===== config.mk =====
export PLATFORM = sky130hd
export DESIGN_NAME = cpu_clock_ctrl
export DESIGN_NICKNAME = d
export VERILOG_FILES = /design/src/rtl/cpu_debug_pkg.sv /design/src/rtl/button_debounce.sv /design/src/rtl/cpu_clock_ctrl.sv
export SDC_FILE = /design/constraint.sdc
export NUM_CORES = 1
export LEC_CHECK = 0
export ABC_AREA = 1
export CAP_MARGIN = 20
export CELL_PAD_IN_SITES_DETAIL_PLACEMENT = 1
export CELL_PAD_IN_SITES_GLOBAL_PLACEMENT = 1
export CORE_MARGIN = 2
export CORE_UTILIZATION = 53
export CTS_BUF_LIST = sky130_fd_sc_hd__clkbuf_8
export CTS_CLUSTER_SIZE = 20
export DETAILED_ROUTE_END_ITERATION = 12
export DONT_BUFFER_PORTS = 1
export GPL_TIMING_DRIVEN = 0
export PLACE_DENSITY = 0.9
export RECOVER_POWER = 50
export SLEW_MARGIN = 0
export SYNTH_ARGS = -nofsm -noshare
export SYNTH_HDL_FRONTEND = slang
export SYNTH_SLANG_ARGS = --single-unit

===== constraint.sdc =====
create_clock -name clock_input -period 3.14 [get_ports clock_input]
set_clock_uncertainty 0.1 [all_clocks]
set_input_delay 0.314 -clock clock_input [delete_from_list [all_inputs] [get_ports clock_input]]
set_output_delay 0.314 -clock clock_input [all_outputs]
set_load 0.01 [all_outputs]

===== src/rtl/cpu_debug_pkg.sv =====
// Shared constants for the CPU clock/debug controller: mode encodings and
// the width of the CPU tick counter.
package cpu_debug_pkg;

   // Mode input encodings; 2'b11 is reserved and behaves like halt.
   localparam logic [1:0] MODE_HALT = 2'b00;
   localparam logic [1:0] MODE_RUN  = 2'b01;
   localparam logic [1:0] MODE_STEP = 2'b10;

   // Width of the free-running CPU tick counter (wraps to zero).
   localparam int TICK_COUNT_WIDTH = 16;

endpackage : cpu_debug_pkg


===== src/rtl/button_debounce.sv =====
// Push-button conditioner: 2-FF synchroniser followed by a debounce counter.
// The accepted level changes only after DEBOUNCE_CYCLES consecutive
// synchronised samples that disagree with it; a 0->1 change of the accepted
// level produces a single-cycle press pulse. Releases produce no pulse.
module button_debounce #(
   parameter int DEBOUNCE_CYCLES = 4096
)(
   input  logic clock_input,
   input  logic reset,
   input  logic raw,
   output logic level,
   output logic press
);

   localparam int                CNT_W     = (DEBOUNCE_CYCLES > 2) ? $clog2(DEBOUNCE_CYCLES) : 1;
   localparam logic [CNT_W-1:0]  CNT_LAST  = CNT_W'(DEBOUNCE_CYCLES - 1);

   logic             r_sync1;
   logic             r_sync2;
   logic             r_level;
   logic             r_press;
   logic [CNT_W-1:0] r_count;

   // Two-stage synchroniser for the asynchronous button input.
   always_ff @(posedge clock_input or negedge reset) begin
      if (!reset) begin
         r_sync1 <= 1'b0;
         r_sync2 <= 1'b0;
      end else begin
         r_sync1 <= raw;
         r_sync2 <= r_sync1;
      end
   end

   // Count consecutive samples that differ from the accepted level; a sample
   // matching the level restarts the run, the last one of a full run flips it.
   always_ff @(posedge clock_input or negedge reset) begin
      if (!reset) begin
         r_count <= '0;
         r_level <= 1'b0;
         r_press <= 1'b0;
      end else if (r_sync2 == r_level) begin
         r_count <= '0;
         r_press <= 1'b0;
      end else if (r_count == CNT_LAST) begin
         r_count <= '0;
         r_level <= r_sync2;
         r_press <= r_sync2;
      end else begin
         r_count <= r_count + 1'b1;
         r_press <= 1'b0;
      end
   end

   assign level = r_level;
   assign press = r_press;

endmodule : button_debounce


===== src/rtl/cpu_clock_ctrl.sv =====
// CPU clock-enable and debug probe controller. A free-running divider
// provides a selectable tap; rising edges of that tap become one-clock
// cpu_tick pulses in run mode, or are gated by debounced step presses in
// step mode. Each tick latches the selected probe channel and counts.
//
// cpu_tick handshake: cpu_tick is a registered, single-cycle enable; the CPU
// advances exactly once for each clock in which cpu_tick is high, with no
// back-pressure. probe_out/tick_count reflect that tick one clock later.
module cpu_clock_ctrl
   import cpu_debug_pkg::*;
#(
   parameter int DIV_WIDTH       = 25,
   parameter int DEBOUNCE_CYCLES = 4096,
   parameter int PROBE_CHANNELS  = 4,
   parameter int PROBE_WIDTH     = 16
)(
   input  logic                                     clock_input,
   input  logic                                     reset,
   input  logic [1:0]                               mode,
   input  logic [$clog2(DIV_WIDTH)-1:0]             div_sel,
   input  logic                                     step_button,
   input  logic                                     probe_button,
   input  logic [PROBE_CHANNELS*PROBE_WIDTH-1:0]    probe_in,
   output logic                                     cpu_tick,
   output logic                                     slow_clock,
   output logic [PROBE_WIDTH-1:0]                   probe_out,
   output logic [$clog2(PROBE_CHANNELS)-1:0]        probe_channel,
   output logic [TICK_COUNT_WIDTH-1:0]              tick_count
);

   localparam int               SEL_W   = $clog2(DIV_WIDTH);
   localparam int               CH_W    = $clog2(PROBE_CHANNELS);
   localparam logic [SEL_W-1:0] SEL_MAX = SEL_W'(DIV_WIDTH - 1);

   logic [DIV_WIDTH-1:0]        r_divider;
   logic                        r_tap_prev;
   logic [SEL_W-1:0]            r_sel_prev;
   logic                        r_step_pending;
   logic                        r_cpu_tick;
   logic [PROBE_WIDTH-1:0]      r_probe_out;
   logic [CH_W-1:0]             r_channel;
   logic [TICK_COUNT_WIDTH-1:0] r_tick_count;

   logic [SEL_W-1:0]            w_sel_eff;
   logic                        w_tap;
   logic                        w_sel_changed;
   logic                        w_edge;
   logic                        w_tick_next;
   logic                        w_pending_next;
   logic                        w_step_press;
   logic                        w_probe_press;
   logic                        w_step_level_unused;
   logic                        w_probe_level_unused;
   logic [CH_W-1:0]             w_channel_next;
   logic [CH_W-1:0]             w_channel_load;
   logic [PROBE_WIDTH-1:0]      w_channel_word [PROBE_CHANNELS];

   // Clamp the tap select so out-of-range values pick the top divider bit.
   assign w_sel_eff     = (div_sel > SEL_MAX) ? SEL_MAX : div_sel;
   assign w_tap         = r_divider[w_sel_eff];
   // A select change reloads the tap history without reporting an edge, so
   // switching taps can never manufacture a spurious tick.
   assign w_sel_changed = (div_sel != r_sel_prev);
   assign w_edge        = w_tap & ~r_tap_prev & ~w_sel_changed;

   // Free-running divider plus one-cycle history of the selected tap.
   always_ff @(posedge clock_input or negedge reset) begin
      if (!reset) begin
         r_divider  <= '0;
         r_tap_prev <= 1'b0;
         r_sel_prev <= '0;
      end else begin
         r_divider  <= r_divider + 1'b1;
         r_tap_prev <= w_tap;
         r_sel_prev <= div_sel;
      end
   end

   button_debounce #(
      .DEBOUNCE_CYCLES (DEBOUNCE_CYCLES)
   ) u_step_debounce (
      .clock_input (clock_input),
      .reset       (reset),
      .raw         (step_button),
      .level       (w_step_level_unused),
      .press       (w_step_press)
   );

   button_debounce #(
      .DEBOUNCE_CYCLES (DEBOUNCE_CYCLES)
   ) u_probe_debounce (
      .clock_input (clock_input),
      .reset       (reset),
      .raw         (probe_button),
      .level       (w_probe_level_unused),
      .press       (w_probe_press)
   );

   // Tick and step-pending decision for this cycle, using the live mode so a
   // mode change acts on the first clock it is seen.
   always_comb begin
      w_tick_next    = 1'b0;
      w_pending_next = 1'b0;
      case (mode)
         MODE_RUN: begin
            w_tick_next = w_edge;
         end
         MODE_STEP: begin
            if (w_edge && r_step_pending) begin
               // Serve the pending step; a press arriving now is absorbed.
               w_tick_next = 1'b1;
            end else begin
               w_pending_next = r_step_pending | w_step_press;
            end
         end
         default: begin
            // Halt (and reserved 2'b11): no ticks, pending step discarded.
            w_tick_next    = 1'b0;
            w_pending_next = 1'b0;
         end
      endcase
   end

   // Registered tick pulse and step-pending flag.
   always_ff @(posedge clock_input or negedge reset) begin
      if (!reset) begin
         r_cpu_tick     <= 1'b0;
         r_step_pending <= 1'b0;
      end else begin
         r_cpu_tick     <= w_tick_next;
         r_step_pending <= w_pending_next;
      end
   end

   // Split the flat probe bus into per-channel words.
   genvar g_ch;
   generate
      for (g_ch = 0; g_ch < PROBE_CHANNELS; g_ch++) begin : g_probe_split
         assign w_channel_word[g_ch] = probe_in[g_ch*PROBE_WIDTH +: PROBE_WIDTH];
      end
   endgenerate

   // Channel count is a power of two, so the natural wrap gives N-1 -> 0.
   assign w_channel_next = r_channel + 1'b1;
   assign w_channel_load = w_probe_press ? w_channel_next : r_channel;

   // Probe latch, channel select and tick counter; a probe press reloads the
   // new channel immediately and wins over a coincident tick's old channel.
   always_ff @(posedge clock_input or negedge reset) begin
      if (!reset) begin
         r_channel    <= '0;
         r_probe_out  <= '0;
         r_tick_count <= '0;
      end else begin
         if (w_probe_press) begin
            r_channel <= w_channel_next;
         end
         if (w_probe_press || r_cpu_tick) begin
            r_probe_out <= w_channel_word[w_channel_load];
         end
         if (r_cpu_tick) begin
            r_tick_count <= r_tick_count + 1'b1;
         end
      end
   end

   assign cpu_tick      = r_cpu_tick;
   assign slow_clock    = w_tap;
   assign probe_out     = r_probe_out;
   assign probe_channel = r_channel;
   assign tick_count    = r_tick_count;

endmodule : cpu_clock_ctrl

==> impl_results.md <==
- Outcome: finished, final reports clean
- VDD IR max: about 0.00021 V
- Clock-pin slew on the worst setup and hold paths: 0.10 ns
- Clock sinks: 99
- HP Class: in2reg
- CP arrival: around 2.3 ns
- PortBufs: 0
- Core ar.: 9200 µm²
- Sw frac: 24.7%
- Skew-Pair Late Insertion Delay: between 0.3 and 0.4 ns
- Yosys warns: 0
- First-pass GRT wire length: between 20000 and 25000 µm
- Seq cells post-synth: 99
- CTS tree: yes
- Static Leak: 2.60 nW
- Die ar.: a little over 10000 µm²
- Top post-synthesis cells by area: dfrtp_1, nand2_1, xor2_1
- Crit Path Class: reg2reg
- TritonCTS Buffers: 9
- Mean Syn Cell Area: 8.92 µm²
- Synth top cells by count: dfrtp_1, nand2_1, nor2_1
- Worst R2R Start: cpu_tick$_DFF_PN0_
- CTS max path bufs: 2
- Worst hold margin: 0.145 ns
- RSZ-0062 raised after global routing: no
- I/O pin count: approximately 110
- Dpl cell area: 5160 µm²
- Antenna viol nets, final: 0
- Final layout net count: 664
- Endpoints failing setup: 0
- Final hold vios: 0
- Cells after Synth: 563
- FILL cells: 1098
- Hold path start: mode[1]
- Most used DFF post-synth: dfrtp_1
- R2r setup slk: 0.96 ns
- Switching Power: 0.566 mW
- Worst-path fanout max: 7
- Pwr per Cell Area: 420 nW/µm²
- Final Power: 2.29 mW
- Total gr overflow: 0
- Row Count: 35
- Most numerous cell in the Yosys netlist: dfrtp_1
- Drt pass-1 iters: 4
- Flop pwr share: 57.9%
- Finished Cell Area: approximately 5500 µm²
- Total Wirelength: 13200 µm
- Die height: approximately 100 µm
- Post-cts sizing count: 0
- Final cycle utilization of the critical path: 69.3%
- Util after Layout: 59.3%
- H-tree depth: 3
- Root Driver: clkbuf_8
- Min Clock Period, post-route: 2.18 ns
- Die span in x: 101 µm
- Via/cell ratio: 5.79
- Setup crit start: cpu_tick$_DFF_PN0_
- Slew Limit Fails: 0
- Fmax: about 460 MHz
- GRT Util Overall: 26.7%
- Wire length per cell: 18.8 µm
- Clk pwr share: between 30 and 40%
- Worst Max-Slew Pin Slew: between 0.5 and 0.6 ns
- Initial antenna violation count: 1
- Logic pwr share: under 10%
- Asr flop ratio synth: 100%
- Final GP Congestion: approximately 0.81
- Net Count, Synth: approximately 640
- Worst slew margin: 59.9%
- CP Capture Type: flop
- Vias in the first global route: 4467
- Number of synthesized flops with an enable pin: 0
- Crit path required time: 3.30 ns
- Pin count of the biggest net entering global routing: 100
- Area taken by multi-input logic gates: approximately 2300 µm²
- Register Area: 2480 µm²
- Library cells used by synthesis: 40
- DRC violations left: 0
- Initial DRC count: 113
- Number of max-cap violations: 0
- DP Wirelength: roughly 9700 µm
- Layout area overhead: 8.67%
- Routed vias: slightly above 4000
- Initial Util: 54.6%
- Post-Syn Area: ~5000 µm²
- Register area share after synthesis: 49.3%
- Synth top area share: 49.3%
- Setup crit start kind: flop
- Internal power: 1.72 mW
- Largest area contributor in the netlist: dfrtp_1
- Layout cell share with drive strength beyond 1: 12.3%
- Setup TNS: 0 ns
## layout by cell type (no fill, tap or decap), drive strengths merged, types with 4 or more instances in the layout
cell and n:
nand2 99, nor2 82, nand3 42, dlygate4sd3 8
nand4 9, dfrtp 99, xor2 32, clkbuf 16
ha 6, mux2 16, a21oi 8, buf 8
xnor2 14, o21bai 4, o22ai 16, nor3 13
inv 53, o21ai 40
## through the flow
step | instances | worst slack [ns]
detailed placement | 674 | 1.05
global placement | 674 | 1.10
CTS | 698 | 0.993
global route | 699 | 0.770
finish | 699 | 0.963
floorplan | 563 | 1.42
## state kept, by name, summed over array words and instances (netlist names), 2 cells and up
| register | cells |
|---|---|
| u_step_debounce.r_count | 12 |
| probe_channel | 2 |
| probe_out | 16 |
| u_probe_debounce.r_count | 12 |
| r_sel_prev | 5 |
| r_divider | 25 |
| tick_count | 16 |
## critical path, cell delays in order (launching register included)
cell and delay (ns):
dfrtp_1 0.44, clkbuf_1 0.32, nand2_1 0.13, nor3_2 0.16, nand3_1 0.15, inv_2 0.10, nand4_1 0.11, nor2_1 0.24
nand4_1 0.15, xnor2_1 0.15
## layout make-up
cell class / instances / area share, %
repair buffers: 9 / 1.97
well taps: 111 / 2.55
multi-input cells: 398 / 41.7
inverters: 52 / 3.58
clock buffers: 9 / 2.27
clock inverters: 6 / 1.31
plain buffers: 14 / 1.17
diodes: 1 / 0.0459
flip-flops and latches: 99 / 45.4
## kinds of logic (layout without fill, tap and decap cells)
family / after synthesis / after routing / share of synthesized area (%)
XOR/XNOR: 46 / 46 / 8.17
multiplexers: 16 / 16 / 3.59
buffers and inverters: 66 / 90 / 5.23
AND/OR/NAND/NOR: 257 / 257 / 24.0
other: 0 / 1 / 0
AO/OA/AOI/OAI: 73 / 73 / 8.17
adder cells (fa/ha/maj): 6 / 6 / 1.50
flip-flops: 99 / 99 / 49.3
## repair_timing
| action | in CTS | in global routing |
|---|---|---|
| hold endpoints to repair | 106 | 0 |
| buffers inserted | 0 | 0 |
| hold buffers | 9 | 0 |
## metal layers
layer  global-route usage (%)  up-vias  share of wire (%)
li1                         -     1879                  -
met1                     29.1     2009                 40
met2                     49.3      135                 52
met3                     6.76       26                6.3
met4                     10.7        0                2.5
met5                        0        -                  0
## path summary, 6_finish.rpt
| check | end | depth (start not counted) |
|---|---|---|
| max | tick_count[15]$_DFFE_PN0P_ | 9 |
| min | cpu_tick$_DFF_PN0_ | 3 |
| max reg2reg | tick_count[15]$_DFFE_PN0P_ | 9 |
| min reg2reg | u_step_debounce.r_sync2$_DFF_PN0_ | 0 |
| max in group asynchronous | r_divider[6]$_DFF_PN0_ | 2 |
| min in group asynchronous | tick_count[12]$_DFFE_PN0P_ | 2 |
## power groups by stage
stage          combinational [mW]  clock [mW]  sequential (mW)
2_1_floorplan              0.0750           0             1.34
3_3_place_gp               0.0894           0             1.35
3_5_place_dp               0.0953           0             1.35
4_1_cts                     0.136       0.856             1.32
5_1_grt                     0.153       0.902             1.33
6_report                    0.134       0.831             1.33
Power figures use the tool's default switching activity.
